### src/rtl/div_issue_ctrl.sv
// EX-stage initiator for the iterative divider: stalls the pipeline, drives the
// divider handshake and returns {remainder, quotient} to HI/LO as one write.
`timescale 1ns/1ps
module div_issue_ctrl #(
    parameter int TIMEOUT_CYCLES = 40,
    parameter bit ZERO_BYPASS    = 1'b1
) (
    input  logic        clk,
    input  logic        rst,
    input  logic        i_div_req,
    input  logic        i_div_signed,
    input  logic [31:0] i_rs,
    input  logic [31:0] i_rt,
    input  logic        i_flush,
    output logic        o_stall_req,
    output logic        o_div_start,
    output logic        o_div_annul,
    output logic        o_div_signed,
    output logic [31:0] o_div_op1,
    output logic [31:0] o_div_op2,
    input  logic [63:0] i_div_result,
    input  logic        i_div_ready,
    output logic        o_hilo_we,
    output logic [31:0] o_hi,
    output logic [31:0] o_lo,
    output logic        o_timeout
);

    typedef enum logic [1:0] {IDLE, BUSY, DONE} state_t;

    localparam int CW = $clog2(TIMEOUT_CYCLES + 1);

    state_t        r_state;
    state_t        w_nextState;
    logic [CW-1:0] r_count;
    logic [63:0]   r_result;
    logic          r_divAnnul;
    logic          r_divSigned;
    logic [31:0]   r_divOp1;
    logic [31:0]   r_divOp2;
    logic          r_timeout;

    logic w_accept;
    logic w_zeroBypass;
    logic w_readyTaken;
    logic w_timeoutHit;
    logic w_annulNext;

    assign w_accept     = (r_state == IDLE) && i_div_req && !i_flush;
    assign w_zeroBypass = w_accept && (i_rt == 32'd0) && ZERO_BYPASS;
    // Flush outranks ready, and ready outranks the watchdog.
    assign w_readyTaken = (r_state == BUSY) && !i_flush && i_div_ready;
    assign w_timeoutHit = (r_state == BUSY) && !i_flush && !i_div_ready
                          && (r_count == CW'(TIMEOUT_CYCLES - 1));
    assign w_annulNext  = (r_state == BUSY) && (i_flush || w_timeoutHit);

    always_ff @(posedge clk) begin
        if (rst) begin
            r_state <= IDLE;
        end else begin
            r_state <= w_nextState;
        end
    end

    always_comb begin
        w_nextState = r_state;
        case (r_state)
            IDLE: begin
                if (w_accept) begin
                    w_nextState = w_zeroBypass ? DONE : BUSY;
                end
            end
            BUSY: begin
                if (i_flush || w_timeoutHit) begin
                    w_nextState = IDLE;
                end else if (w_readyTaken) begin
                    w_nextState = DONE;
                end
            end
            DONE:    w_nextState = IDLE;
            default: w_nextState = IDLE;
        endcase
    end

    // A flush during DONE kills the write of the instruction being retired.
    always_comb begin
        o_stall_req = w_accept || (r_state == BUSY);
        o_hilo_we   = (r_state == DONE) && !i_flush;
    end

    always_ff @(posedge clk) begin
        if (rst) begin
            r_count     <= '0;
            r_result    <= 64'd0;
            r_divAnnul  <= 1'b0;
            r_divSigned <= 1'b0;
            r_divOp1    <= 32'd0;
            r_divOp2    <= 32'd0;
            r_timeout   <= 1'b0;
        end else begin
            r_divAnnul <= w_annulNext;
            if (w_accept) begin
                r_divOp1    <= i_rs;
                r_divOp2    <= i_rt;
                r_divSigned <= i_div_signed;
                r_count     <= '0;
            end else if (r_state == BUSY) begin
                r_count <= r_count + 1'b1;
            end
            if (w_zeroBypass) begin
                r_result <= 64'd0;
            end else if (w_readyTaken) begin
                r_result <= i_div_result;
            end
            if (w_timeoutHit) begin
                r_timeout <= 1'b1;
            end
        end
    end

    // Start is high for exactly the BUSY cycles, so it can never overlap annul.
    assign o_div_start  = (r_state == BUSY);
    assign o_div_annul  = r_divAnnul;
    assign o_div_signed = r_divSigned;
    assign o_div_op1    = r_divOp1;
    assign o_div_op2    = r_divOp2;
    assign o_hi         = r_result[63:32];
    assign o_lo         = r_result[31:0];
    assign o_timeout    = r_timeout;

endmodule
### config.mk
export PLATFORM = sky130hd
export DESIGN_NAME = div_issue_ctrl
export DESIGN_NICKNAME = d
export VERILOG_FILES = /design/src/rtl/div_issue_ctrl.sv
export SDC_FILE = /design/constraint.sdc
export NUM_CORES = 1
export LEC_CHECK = 0
export CAP_MARGIN = 15
export CORE_MARGIN = 4
export CORE_UTILIZATION = 36
export DETAILED_ROUTE_END_ITERATION = 10
export GPL_ROUTABILITY_DRIVEN = 0
export HOLD_SLACK_MARGIN = 0.08
export PLACE_DENSITY = 0.75
export SLEW_MARGIN = 40
export SYNTH_ARGS = -nofsm -noshare
export SYNTH_HDL_FRONTEND = slang
export SYNTH_SLANG_ARGS = --single-unit
### constraint.sdc
create_clock -name clk -period 2.3 [get_ports clk]
set_clock_uncertainty 0.2 [all_clocks]
set_input_delay 0.345 -clock clk [delete_from_list [all_inputs] [get_ports clk]]
set_output_delay 0.345 -clock clk [all_outputs]
set_load 0.01 [all_outputs]
==> results.md <==
- Clock network latency to the later pin of the worst-skew pair: 400 ps
- Clock network fraction of total power: 47.4%
- First-pass GRT wire length: 24.8 mm
- Core area: roughly 13000 um^2
- Remaining DRCs: 0
- Arrival time of data at the critical path endpoint: 1700 ps
- Pin count of the biggest net entering global routing: 72
- Remaining max-slew budget at the tightest pin: between 50% and 60%
- Routed via count divided by cell count: approximately 4.7
- Post-Route WL: between 15 and 20 mm
- Worst stage delay on the critical path: 430 ps
- Number of global-route vias before repair: approximately 5000
- Placement Rows: 42
- Total congestion overflow: 0
- TritonCTS clock tree: built
- Drt first-iter violations: slightly below 200
- Pre-CTS setup slack: -276 ps
- Sequential area share after synthesis: 56.0%
- Wirelength per Cell: 15.6 um
- Crit-path cells: clkdlybuf4s50_1 > nand2b_1 > or3_2 > nand2_1 > dlygate4sd2_1
- Number of buffers inserted for hold repair after clock tree synthesis: 0
- Starting density of the core: 37.1%
- Highest attainable clock frequency: ~450 MHz
- Clk root buf: sky130_fd_sc_hd__clkbuf_16
- Die Ht: roughly 130 um
- Part of the power in registers: 41.6%
- Number of antenna diodes: 0
- Overall global routing resource usage: 19.6%
- Mean post-synth cell area: 8.98 um^2
- Nature of the critical path endpoint: output pin
- Final setup violation count: 0
- Hpwl dp: 11.9 mm
- Worst-case clock buffer depth: 2
- Number of flip-flops and latches in the synthesized netlist: 139
- Int Power: 0.00475 W
- Cells taking the most area after synthesis: sky130_fd_sc_hd__dfxtp_1 56%, sky130_fd_sc_hd__mux2i_1 13%, sky130_fd_sc_hd__nand2_1 10%
- Post CTS Setup Buffer Count: 0
- Gate family responsible for the most delay along the worst path: buffers and inverters
- Highest-delay cell along the critical path: sky130_fd_sc_hd__or3_2
- Setup repair after global routing missed its margin: false
- Number of warnings issued by yosys: 0
- Max-cap violations: 0
- Power Density: 710 nW/um^2
- Critical path class: in2out
- Clock-pin transition on the worst setup and hold timing paths: 60 ps
- Total number of vias: ~4800
- Worst min-delay path category: in2reg
- Post-DP Area: between 7000 and 8000 um^2
- Nets in the synthesized netlist: 688
- Req. time, crit path: 1750 ps
- Switching portion of total power: between 20% and 30%
- Static power due to leakage: 3.07 nW
- Run status: finished clean
- Number of max-slew violations in the final report: 0
- CP Launch Point: i_flush
- Total standard cell area after synthesis: 4970 um^2
- Worst hold path startpoint: rst
- Length of the first detailed-routing pass in iterations: 5
- Switching power of the nets: 0.00131 W
- Largest voltage drop on the vdd net: 0.411 mV
- Worst hold path depth: 4
- Net count reported at finish: ~960
- Maximum net fanout on the critical path: 2
- Remaining antenna violation count after routing: 0
- TritonCTS buffer count: 17
- Depth of the critical timing path with buffers and inverters included: 5
- Final hold violation count: 0
- Cell type with the largest total area after synthesis: sky130_fd_sc_hd__dfxtp_1
- Clock tree sinks: 139
- Cell Count, Final, Fillers Out: roughly 1000
- Number of different library cells in the post-synthesis netlist: 26
- Area share of the largest cell type after synthesis: roughly 56%
- Buf/Inv on CP: 2
- Clock period minus worst slack: 2240 ps
- Post-route design area: 8540 um^2
- Number of standard cells after synthesis: approximately 550
- Proportion of power drawn by combinational gates: 11.0%
- Startpoint of the most critical register-to-register path: r_state[1]
- Initial antenna violation count: 0
- Layout cell share with drive strength beyond 1: 6.47%
- Final setup margin: a little under 60 ps
- Overall power: 0.00606 W
- IO Count: 268
- Worst slew pin tran: 676 ps
- Area added between synthesis and finish: 71.8%
- Count of cells resized by post-cts repair: 1
- Die area: roughly 16000 um^2
- Path depth of the worst reg2reg path: 5
- Number of cells in the design after placement: around 980
- Nature of the critical path startpoint: input port
- Die width: 125 um
- Count of input and output buffers: 267
- Final clock period utilization by the worst path: 97.5%
- H-tree levels: 4
-- cell usage in the layout, fill, tap and decap left out, types with 2 or more instances in the layout --
master	Yosys	layout
sky130_fd_sc_hd__buf_4	0	15
sky130_fd_sc_hd__nand2_1	136	136
sky130_fd_sc_hd__clkbuf_8	0	2
sky130_fd_sc_hd__nand4_1	5	5
sky130_fd_sc_hd__mux2i_1	64	64
sky130_fd_sc_hd__nor3_2	0	2
sky130_fd_sc_hd__clkinv_4	0	3
sky130_fd_sc_hd__dfxtp_1	139	139
sky130_fd_sc_hd__bufinv_16	0	4
sky130_fd_sc_hd__clkdlybuf4s50_1	0	264
sky130_fd_sc_hd__clkbuf_1	16	2
sky130_fd_sc_hd__nor4_1	8	8
sky130_fd_sc_hd__clkbuf_16	0	17
sky130_fd_sc_hd__nor3_1	4	2
sky130_fd_sc_hd__clkinvlp_4	0	2
sky130_fd_sc_hd__nor2_1	72	72
sky130_fd_sc_hd__buf_12	0	4
sky130_fd_sc_hd__inv_1	3	3
sky130_fd_sc_hd__a21oi_1	68	68
sky130_fd_sc_hd__xor2_1	4	4
-- path summary, 6_finish.rpt --
check                                     end  slack (ps)
worst max-delay path              o_stall_req          60
worst min-delay path               r_state[0]         190
worst max register to register   r_result[52]         270
worst min register to register  o_div_op1[11]         250
-- worst min-delay path: stages --
cell                      delay (ps)
sky130_fd_sc_hd__buf_2           120
sky130_fd_sc_hd__inv_1           100
sky130_fd_sc_hd__nand4_1         110
sky130_fd_sc_hd__o32ai_1          70
-- final cells by class --
cell class / count / area, um^2
fill: 1087 / 4860
timing repair buffer: 286 / 2860
sequential: 139 / 2780
clock buffer: 21 / 460
inverter: 4 / 15.0
multi-input combinational: 374 / 2030
clock inverter: 10 / 166
tap: 176 / 220
-- synthesized netlist by cell type (all sizes together) --
| master | n |
|---|---|
| a211oi | 1 |
| a41oi | 1 |
| dfxtp | 139 |
| nor3 | 4 |
| nand4b | 1 |
| o32ai | 1 |
| nand2b | 2 |
| a21oi | 68 |
| inv | 3 |
| nor3b | 1 |
| ha | 1 |
| clkinv | 1 |
| a22o | 1 |
| or3 | 1 |
| xor2 | 4 |
| mux2i | 64 |
| xnor2 | 1 |
| buf | 20 |
| nor4 | 8 |
| nand2 | 136 |
| nand4 | 5 |
| o31ai | 1 |
| and3 | 1 |
| clkbuf | 16 |
| nor2 | 72 |
-- layer usage --
metal / part of all wire [%] / vias to the layer above / wire [um] / global-route usage (%)
met5: 0 / - / 0 / 0
met4: 2.7 / 0 / 429 / 8.29
met3: 10 / 34 / 1590 / 8.61
met2: 49 / 208 / 7690 / 33.6
met1: 39 / 2145 / 6080 / 20.9
li1: - / 2369 / - / -
-- registers in the layout (all words and copies together), names as in the netlist --
name and cells:
r_count 6, o_timeout 1, r_state 2, o_div_op1 32, r_result 64, o_div_annul 1, o_div_op2 32, o_div_signed 1
-- cells by family after synthesis --
group	count (synthesis)	synth area share, %
flip-flops	139	56.0
buffers and inverters	40	3.40
AND/OR/NAND/NOR	231	18.6
AO/OA/AOI/OAI	73	7.96
adder cells (fa/ha/maj)	1	0.252
multiplexers	64	12.9
XOR/XNOR	5	0.882
-- per-stage QoR --
stage | setup TNS (ps) | hold WS [ps] | utilization [%]
6_report | 0 | 188 | 63.7
5_1_grt | 0 | 203 | 63.7
4_1_cts | 0 | 174 | 63.7
3_5_place_dp | -23220 | 247 | 59.0
3_3_place_gp | -22130 | 240 | 59.0
2_1_floorplan | 0 | 249 | -
-- power groups by stage --
stage,Sequential [W],Combinational [W],Clock (W)
3_3_place_gp,0.00257,0.000659,0
4_1_cts,0.00252,0.000673,0.00293
5_1_grt,0.00253,0.000717,0.00305
6_report,0.00252,0.000667,0.00287
2_1_floorplan,0.00260,0.000183,0
3_5_place_dp,0.00257,0.000670,0
No activity file was read; power rests on OpenSTA's default activity.
